==> src/rtl/ram_pkg.sv <==
// Shared constants and BIST state encoding for the ram64 word memory and its
// built-in self-test engine.
package ram_pkg;

  localparam int RAM64_DEPTH = 64;
  localparam int RAM_ADDR_W  = 6;
  localparam int RAM_DATA_W  = 16;

  localparam logic [RAM_ADDR_W-1:0] RAM_ADDR_LAST = RAM_ADDR_W'(RAM64_DEPTH - 1);

  typedef enum logic [2:0] {
    ST_IDLE = 3'd0,
    ST_W0   = 3'd1,
    ST_R0   = 3'd2,
    ST_W1   = 3'd3,
    ST_R1   = 3'd4,
    ST_DONE = 3'd5
  } bist_state_e;

  function automatic logic is_write_state(input bist_state_e s);
    return (s == ST_W0) || (s == ST_W1);
  endfunction

  function automatic logic is_read_state(input bist_state_e s);
    return (s == ST_R0) || (s == ST_R1);
  endfunction

  // The second half of the march uses the complemented pattern.
  function automatic logic is_invert_state(input bist_state_e s);
    return (s == ST_W1) || (s == ST_R1);
  endfunction

endpackage

==> src/rtl/bist_pattern_gen.sv <==
// March data pattern: P(a) = seed + a (mod 2^16), optionally complemented.
module bist_pattern_gen
  import ram_pkg::*;
(
  input  logic [RAM_DATA_W-1:0] seed_i,
  input  logic [RAM_ADDR_W-1:0] addr_i,
  input  logic                  invert_i,
  output logic [RAM_DATA_W-1:0] pattern_o
);

  logic [RAM_DATA_W-1:0] base;

  assign base      = seed_i + {{(RAM_DATA_W-RAM_ADDR_W){1'b0}}, addr_i};
  assign pattern_o = invert_i ? ~base : base;

endmodule

==> src/rtl/ram64_bist.sv <==
// Four-phase march BIST initiator for ram64: write P, read P, write ~P, read ~P,
// reporting pass/fail, mismatch count and first failing address.
module ram64_bist
  import ram_pkg::*;
(
  input  logic                  clk,
  input  logic                  rst_n,
  input  logic                  start,
  input  logic [RAM_DATA_W-1:0] seed,
  output logic [RAM_ADDR_W-1:0] ram_address,
  output logic [RAM_DATA_W-1:0] ram_in,
  output logic                  ram_load,
  input  logic [RAM_DATA_W-1:0] ram_out,
  output logic                  busy,
  output logic                  done,
  output logic                  pass,
  output logic [7:0]            fail_count,
  output logic                  first_fail_valid,
  output logic [RAM_ADDR_W-1:0] first_fail_address
);

  bist_state_e           state_q, state_d;
  logic [RAM_ADDR_W-1:0] a_q, a_d;
  logic [RAM_DATA_W-1:0] seed_q, seed_d;
  logic [7:0]            fail_count_q, fail_count_d;
  logic                  ffv_q, ffv_d;
  logic [RAM_ADDR_W-1:0] ffa_q, ffa_d;
  logic                  done_q, done_d;
  logic                  load_q, load_d;

  logic [RAM_DATA_W-1:0] pattern;
  logic                  mismatch;

  bist_pattern_gen u_pattern (
    .seed_i    (seed_q),
    .addr_i    (a_q),
    .invert_i  (is_invert_state(state_q)),
    .pattern_o (pattern)
  );

  // Read latency is zero, so ram_out belongs to the address driven this cycle.
  assign mismatch = is_read_state(state_q) && (ram_out != pattern);

  // NOTE: every always_comb output gets a default first so no latch is inferred.
  always_comb begin
    state_d      = state_q;
    a_d          = a_q;
    seed_d       = seed_q;
    fail_count_d = fail_count_q;
    ffv_d        = ffv_q;
    ffa_d        = ffa_q;
    done_d       = done_q;

    case (state_q)
      ST_IDLE, ST_DONE: begin
        if (start) begin
          state_d      = ST_W0;
          a_d          = '0;
          seed_d       = seed;
          fail_count_d = '0;
          ffv_d        = 1'b0;
          ffa_d        = '0;
          done_d       = 1'b0;
        end
      end
      ST_W0: begin
        a_d = a_q + 1'b1;
        if (a_q == RAM_ADDR_LAST) state_d = ST_R0;
      end
      ST_R0: begin
        a_d = a_q + 1'b1;
        if (a_q == RAM_ADDR_LAST) state_d = ST_W1;
      end
      ST_W1: begin
        a_d = a_q + 1'b1;
        if (a_q == RAM_ADDR_LAST) state_d = ST_R1;
      end
      ST_R1: begin
        a_d = a_q + 1'b1;
        if (a_q == RAM_ADDR_LAST) begin
          state_d = ST_DONE;
          done_d  = 1'b1;
        end
      end
      default: begin
        state_d = ST_IDLE;
        a_d     = '0;
      end
    endcase

    // At most 128 reads per run, so the 8-bit counter cannot overflow.
    if (mismatch) begin
      fail_count_d = fail_count_q + 8'd1;
      if (!ffv_q) begin
        ffv_d = 1'b1;
        ffa_d = a_q;
      end
    end

    load_d = is_write_state(state_d);
  end

  // NOTE: state registers use non-blocking assignments so all update together.
  always_ff @(posedge clk or negedge rst_n) begin
    if (!rst_n) begin
      state_q      <= ST_IDLE;
      a_q          <= '0;
      seed_q       <= '0;
      fail_count_q <= '0;
      ffv_q        <= 1'b0;
      ffa_q        <= '0;
      done_q       <= 1'b0;
      load_q       <= 1'b0;
    end else begin
      state_q      <= state_d;
      a_q          <= a_d;
      seed_q       <= seed_d;
      fail_count_q <= fail_count_d;
      ffv_q        <= ffv_d;
      ffa_q        <= ffa_d;
      done_q       <= done_d;
      load_q       <= load_d;
    end
  end

  assign ram_address        = a_q;
  assign ram_load           = load_q;
  assign ram_in             = load_q ? pattern : '0;
  assign busy               = (state_q != ST_IDLE) && (state_q != ST_DONE);
  assign done               = done_q;
  assign pass               = done_q && (fail_count_q == 8'd0);
  assign fail_count         = fail_count_q;
  assign first_fail_valid   = ffv_q;
  assign first_fail_address = ffa_q;

endmodule

==> config.mk <==
export PLATFORM = sky130hd
export DESIGN_NAME = ram64_bist
export DESIGN_NICKNAME = d
export VERILOG_FILES = /design/src/rtl/ram_pkg.sv /design/src/rtl/bist_pattern_gen.sv /design/src/rtl/ram64_bist.sv
export SDC_FILE = /design/constraint.sdc
export NUM_CORES = 1
export LEC_CHECK = 0
export BUFFER_PORTS_ARGS = -buffer_cell sky130_fd_sc_hd__buf_2
export CAP_MARGIN = 40
export CORE_MARGIN = 2
export CORE_UTILIZATION = 48
export DETAILED_ROUTE_END_ITERATION = 8
export PLACE_DENSITY_LB_ADDON = 0.05
export SYNTH_ARGS = -nofsm -noshare
export SYNTH_HDL_FRONTEND = slang
export SYNTH_HIERARCHICAL = 1
export SYNTH_SLANG_ARGS = --single-unit
==> constraint.sdc <==
create_clock -name clk -period 3 [get_ports clk]
set_input_delay 0.45 -clock clk [delete_from_list [all_inputs] [get_ports clk]]
set_output_delay 0.45 -clock clk [all_outputs]
set_load 0.005 [all_outputs]
* Word-level counts from Yosys, hierarchy flattened
Index checks and enable logic that the tools add are counted.
Cells by class: reductions and logical operators 17, shift operators 0, $lt $le $gt $ge 0, eq/ne operators 12, $mul 0, muxes and demuxes 24, $add $sub $neg 3, divide/modulo/power cells 0, bitwise gates (word level) 1
Operators by type and width (number):
- 16-bit two-way mux | 2
- 6-bit two-way mux | 5
- 8-bit two-way mux | 3
- 16-bit by 6-bit adder with 16-bit output | 1
- 16-bit inequality test | 1
- 16-bit NOT | 1
- 3-bit two-way mux | 5
- 3-bit one-hot mux with 5 select lines | 1
- 6-bit one-hot mux with 2 select lines | 1
- 3-bit by 2-bit equality test with 1-bit output, second input constant | 3
- 8-bit by 1-bit adder with 8-bit output, second input constant | 1
- 8-bit logical NOT | 1
- 6-bit by 1-bit adder with 6-bit output, second input constant | 1
- 3-bit by 1-bit equality test with 1-bit output, second input constant | 2
- 3-bit equality test, second input constant | 2
- 6-bit equality test, second input constant | 1
- 1-bit two-way mux | 6
- 2-bit nonzero test | 3
- 2-bit AND reduction | 2
- 4-bit OR reduction | 1
- 1-bit logical AND | 3
- 3-bit logical NOT | 1
- 1-bit logical OR | 3
- 3-bit inequality test, second input constant | 1
- other kinds (6) | 6
Storage, ports and cells: bits in writable memories 0, memory bits (read-only) 0, bits of input ports 35, latch bits 0, memories kept 0, bits in registers 42

* Depth between registers and ports, before layout
word-level depth 7, mapped depth 15, depth with buffers taken out 13

* Modules after synthesis
The synthesis kept the hierarchy.
By module, submodules not included:
- ram64_bist | area an instance 2277.2 um^2, instances 1, seq. area each 1051.0 um^2, cells an instance 222
- bist_pattern_gen | area an instance 633.1 um^2, instances 1, seq. area each 0.0 um^2, cells an instance 74

* Worst setup path after synthesis
No wires, ideal clock.
kind reg2reg, start point register a_q[0], in the netlist ram_address[0], end point register ffa_q[0], in the netlist first_fail_address[0], cell stages (with the launch flop) 16, buffers on the path 2, arrival time 3049 ps, slack -172 ps, setup time 123 ps, required time 2877 ps, period minus slack after synthesis 3172 ps, path through dfrtp_1 -> ha_1 -> inv_1 -> fa_1 -> nand2b_1 -> a21oi_2 -> nor3_2 -> nor4_2 -> xnor2_1 -> xor2_1 -> nor4_1 -> and4_1 -> buf_6 -> or3_1 -> buf_6 -> mux2i_1
On the way: longest elaborated chain between the ends 6, elaborated cells on any way between the ends 7, classes of those cells add/sub (1); eq/ne (1); mux (3); bitwise (1); reduce/logical (1)
Ends and longest elaborated chain:
- start: declaration | line ram64_bist.sv:23 | logic [RAM_ADDR_W-1:0] a_q, a_d;
- start signal: assignment | line ram64_bist.sv:107 | a_q <= '0;
- start signal: assignment | line ram64_bist.sv:116 | a_q <= a_d;
- 16-bit by 6-bit adder with 16-bit output * | line bist_pattern_gen.sv:13 | assign base = seed_i + {{(RAM_DATA_W-RAM_ADDR_W){1'b0}}, addr_i};
- 16-bit NOT | line bist_pattern_gen.sv:14 | assign pattern_o = invert_i ? ~base : base;
- 16-bit two-way mux * | line bist_pattern_gen.sv:14
- named net pattern[12] | line ram64_bist.sv:31 | logic [RAM_DATA_W-1:0] pattern;
- 16-bit inequality test * | line ram64_bist.sv:42 | assign mismatch = is_read_state(state_q) && (ram_out != pattern);
- 1-bit logical AND * | line ram64_bist.sv:42
- 6-bit two-way mux * | line ram64_bist.sv:92 | if (mismatch) begin
- named net ffa_d[0] | line ram64_bist.sv:27 | logic [RAM_ADDR_W-1:0] ffa_q, ffa_d;
- end signal: assignment | line ram64_bist.sv:111 | ffa_q <= '0;
- end signal: assignment | line ram64_bist.sv:120 | ffa_q <= ffa_d;
- end: declaration | line ram64_bist.sv:27
Mark *: on every way through the listed nets, which the timed path passes. The rest lies on a longest branch. A chain may end at the register's enable or synchronous reset.

* Worst setup path after layout
start point register a_q[0], in the netlist ram_address[0], end point register fail_count_q[3], in the netlist fail_count[3]
On the way: longest elaborated chain between the ends 7, elaborated cells on any way between the ends 9, classes of those cells add/sub (1); eq/ne (1); mux (2); bitwise (1); reduce/logical (4)
Ends and longest elaborated chain:
- 16-bit by 6-bit adder with 16-bit output * | line bist_pattern_gen.sv:13
- 16-bit NOT | line bist_pattern_gen.sv:14
- 16-bit two-way mux * | line bist_pattern_gen.sv:14
- named net pattern[8] | line ram64_bist.sv:31
- 16-bit inequality test * | line ram64_bist.sv:42
- 1-bit logical AND * | line ram64_bist.sv:42
- 2-bit nonzero test (no line)
- 2-bit AND reduction (no line)
- end signal: assignment | line ram64_bist.sv:118 | fail_count_q <= fail_count_d;
- end: declaration | line ram64_bist.sv:25 | logic [7:0] fail_count_q, fail_count_d;
Marks and branches as above.

==> impl_metrics.env <==
export IMPL_htreeDepth=2
export IMPL_critPathKind="reg2reg"
export IMPL_swShare_pct=42.9
export IMPL_synthTopCellsByCount="42 x dfrtp_1, 28 x xnor2_1, 23 x nand2_1, 23 x xor2_1, 16 x and2_1"
export IMPL_peakVddDrop_uv=649
export IMPL_finalNonFillerCells=478
export IMPL_syn_nets=341
export IMPL_ys_flop_type="dfrtp_1"
export IMPL_utilization_pct=64.1
export IMPL_slew_headroom_pct=53.0
export IMPL_grt_overflow=0
export IMPL_period_share_pct=101
export IMPL_worstMarginPinSlew_ps=699
export IMPL_vias=2488
export IMPL_slew_viol_final=0
export IMPL_dpl_cell_count=466
export IMPL_clk_pin_slew_worst_paths_ps=90
export IMPL_ys_async_sr_fraction_pct=100
export IMPL_via_per_inst=5.21
export IMPL_yosys_area_share_adder_pct=4.56
export IMPL_initial_core_util_pct=49.4
export IMPL_critPathMaxStageDelay_ps=410
export IMPL_synth_most_common_cell="dfrtp_1"
export IMPL_synthTopCellsByArea="dfrtp_1 36%, xnor2_1 8.4%, xor2_1 6.9%"
export IMPL_cap_violations=0
export IMPL_drc_errors=0
export IMPL_drtPass1Iterations=4
export IMPL_cts_tree="yes"
export IMPL_cts_buffer_depth=2
export IMPL_fin_crit_ps=3030
export IMPL_hold_class="in2reg"
export IMPL_fmax_mhz=330
export IMPL_avgSynthCellArea_um2=9.83
export IMPL_cts_buffers=5
export IMPL_yosys_area_share_simple_pct=21.8
export IMPL_die_area_um2=6700
export IMPL_syn_cell_area_um2=2910
export IMPL_design_core_area_um2=5890
export IMPL_ys_seq_area_share_pct=36.1
export IMPL_synthToLayoutAreaGrowth_pct=29.5
export IMPL_setup_slack_ps=-33.5
export IMPL_p_clk_share_pct=8.2
export IMPL_fin_skew_ps=11.2
export IMPL_post_route_cells_drive_above_1_share_pct=39.7
export IMPL_pin_count=76
export IMPL_p_per_area_nw_per_um2=1210
export IMPL_synth_compound_area_share_pct=9.54
export IMPL_drt_antenna_violating_nets=0
export IMPL_dpl_hpwl_um=5350
export IMPL_holdWs_ps=362
export IMPL_status="complete, but fails checks"
export IMPL_ys_types=50
export IMPL_failed_checks="setup timing"
export IMPL_ys_warn_count=6
export IMPL_antenna_found_initial=0
export IMPL_routed_wl_um=6980
export IMPL_synth_xor_area_share_pct=15.3
export IMPL_fill_cells=533
export IMPL_die_w_um=81.9
export IMPL_ys_ff_latch=42
export IMPL_synthMuxAreaShare_pct=8.94
export IMPL_p_int_w=0.00260
export IMPL_cp_arrival_ps=3230
export IMPL_synth_edff_count=0
export IMPL_grtUsageTotal_pct=21.9
export IMPL_cts_sinks=42
export IMPL_synth_top_family_by_area="simple AND/OR/NAND/NOR gates"
export IMPL_yosys_area_top_type="dfrtp_1"
export IMPL_combinationalPowerShare_pct=69.0
export IMPL_gp_congestion=0.857
export IMPL_hold_violations=0
export IMPL_finalSetupViolations=5
export IMPL_cp_required_ps=3200
export IMPL_postSynthCellCount=296
export IMPL_grt_setup_unrepaired="true"
export IMPL_fp_dieH_um=81.9
export IMPL_crit_chain="ha_4 -> inv_2 -> fa_2 -> nand2b_4 -> a21oi_4 -> o21a_1 -> o211ai_1 -> xnor2_1 -> xor2_1 -> nor4_2 -> and4_4 -> buf_4 -> a211oi_1 -> a31o_2"
export IMPL_p_leak_nw=1.78
export IMPL_diodes=0
export IMPL_cp_slowest_cell="dfrtp_1"
export IMPL_yosysTopAreaCellShare_pct=36.1
export IMPL_wire_per_inst_um=14.6
export IMPL_cp_max_fo=5
export IMPL_endpoint_kind="flip-flop"
export IMPL_grt_first_pass_wirelength_um=11200
export IMPL_worst_setup_path_start_kind="flip-flop"
export IMPL_core_rowCount=28
export IMPL_grt_max_degree=36
export IMPL_drt_iter0_drc=80
export IMPL_p_seq_share_pct=22.8
export IMPL_fin_nets=447
export IMPL_port_buffers=75
export IMPL_grt_pass1_vias=2346
export IMPL_clk_latency_ps=300
export IMPL_p_sw_w=0.00195
export IMPL_cts_root_buffer="clkbuf_8"
==> area by class of cell <==
cell class	count	area (um^2)	area share, %
Multi-Input combinational cell	231	1820	48.4
Sequential cell	42	1050	27.9
Timing Repair Buffer	109	666	17.7
Tap cell	75	93.8	2.49
Clock buffer	6	72.6	1.92
Inverter	13	48.8	1.29
Clock inverter	2	13.8	0.365
==> cells by family after synthesis <==
| logic type | Yosys count |
|---|---|
| multiplexers | 24 |
| AND/OR/NAND/NOR | 106 |
| adder cells (fa/ha/maj) | 10 |
| AO/OA/AOI/OAI | 40 |
| flip-flops | 42 |
| buffers and inverters | 23 |
| XOR/XNOR | 51 |
==> routing by layer <==
metal / track usage [%] / part of all wire, %
met5: 0 / 0
met4: 6.50 / 0.97
met3: 4.18 / 4.0
met2: 34.9 / 48
met1: 30.1 / 47
==> cells in the final DEF (no fill, tap or decap), drive strengths merged, types with 2 or more instances in the layout <==
master  count
a211oi      3
a21o        2
a21oi      14
a31o        6
and2       16
and3        2
and4        2
buf       108
clkbuf      6
clkinv      2
dfrtp      42
ha          9
inv        13
mux2       16
mux2i       8
nand2      23
nand2b      9
nand3      10
nand4       2
nor2       13
nor2b       4
nor3        5
nor3b       3
nor4        7
o211ai      3
o21ai       9
or3         6
xnor2      28
xor2       23
==> worst max-delay path: cells and delay by family (launching register included) <==
family | cells | cell delay (ps)
fa+ha+maj | 2 | 480
flops | 1 | 410
xor+xnor | 2 | 380
compound gates | 5 | 680
buf+inv | 2 | 170
simple gates | 3 | 800
==> final timing paths <==
kind / startpoint / end / slack (ps) / cells after the start
max in group asynchronous: rst_n / seed_q[1] / 2000 / 3
min reg2reg: seed_q[2] / seed_q[2] / 520 / 1
min in group asynchronous: rst_n / seed_q[8] / 540 / 2
max reg2reg: ram_address[0] / fail_count[3] / -30 / 14
max: ram_address[0] / fail_count[3] / -30 / 14
min: seed[10] / seed_q[10] / 360 / 2
==> stage by stage <==
stage | TNS, ps | setup WS [ps] | area, um^2 | total power, W
global placement | -1130 | -119 | 3580 | 0.00399
CTS | -38.8 | -18.6 | 3730 | 0.00450
finish | -87.0 | -33.5 | 3770 | 0.00454
detailed placement | -1320 | -158 | 3600 | 0.00402
floorplan | -374 | -62.3 | 2920 | 0.00288
global route | -1940 | -193 | 3770 | 0.00493
==> power groups by stage <==
stage | Sequential, W | Clock, W | Combinational (W)
after CTS | 0.00104 | 0.000390 | 0.00307
after detailed placement | 0.00104 | 0 | 0.00299
final | 0.00103 | 0.000373 | 0.00314
after global routing | 0.00107 | 0.000416 | 0.00344
after global placement | 0.00103 | 0 | 0.00296
after floorplan | 0.00103 | 0 | 0.00185
==> registers in the layout, summed over array words and instances, names as in the netlist <==
| register | cells |
|---|---|
| ram_address | 6 |
| first_fail_valid | 1 |
| fail_count | 8 |
| first_fail_address | 6 |
| done | 1 |
| seed_q | 16 |
| ram_load | 1 |
| state_q | 3 |
==> repair_timing <==
item,in CTS,in global routing
cloned,0,0
pin swaps,11,13
endpoints found under the setup margin,12,15
buffers inserted,2,2
hold endpoints to repair,6,0
hold buffers,1,0
resized for setup,6,6
Power figures use the tool's default switching activity.
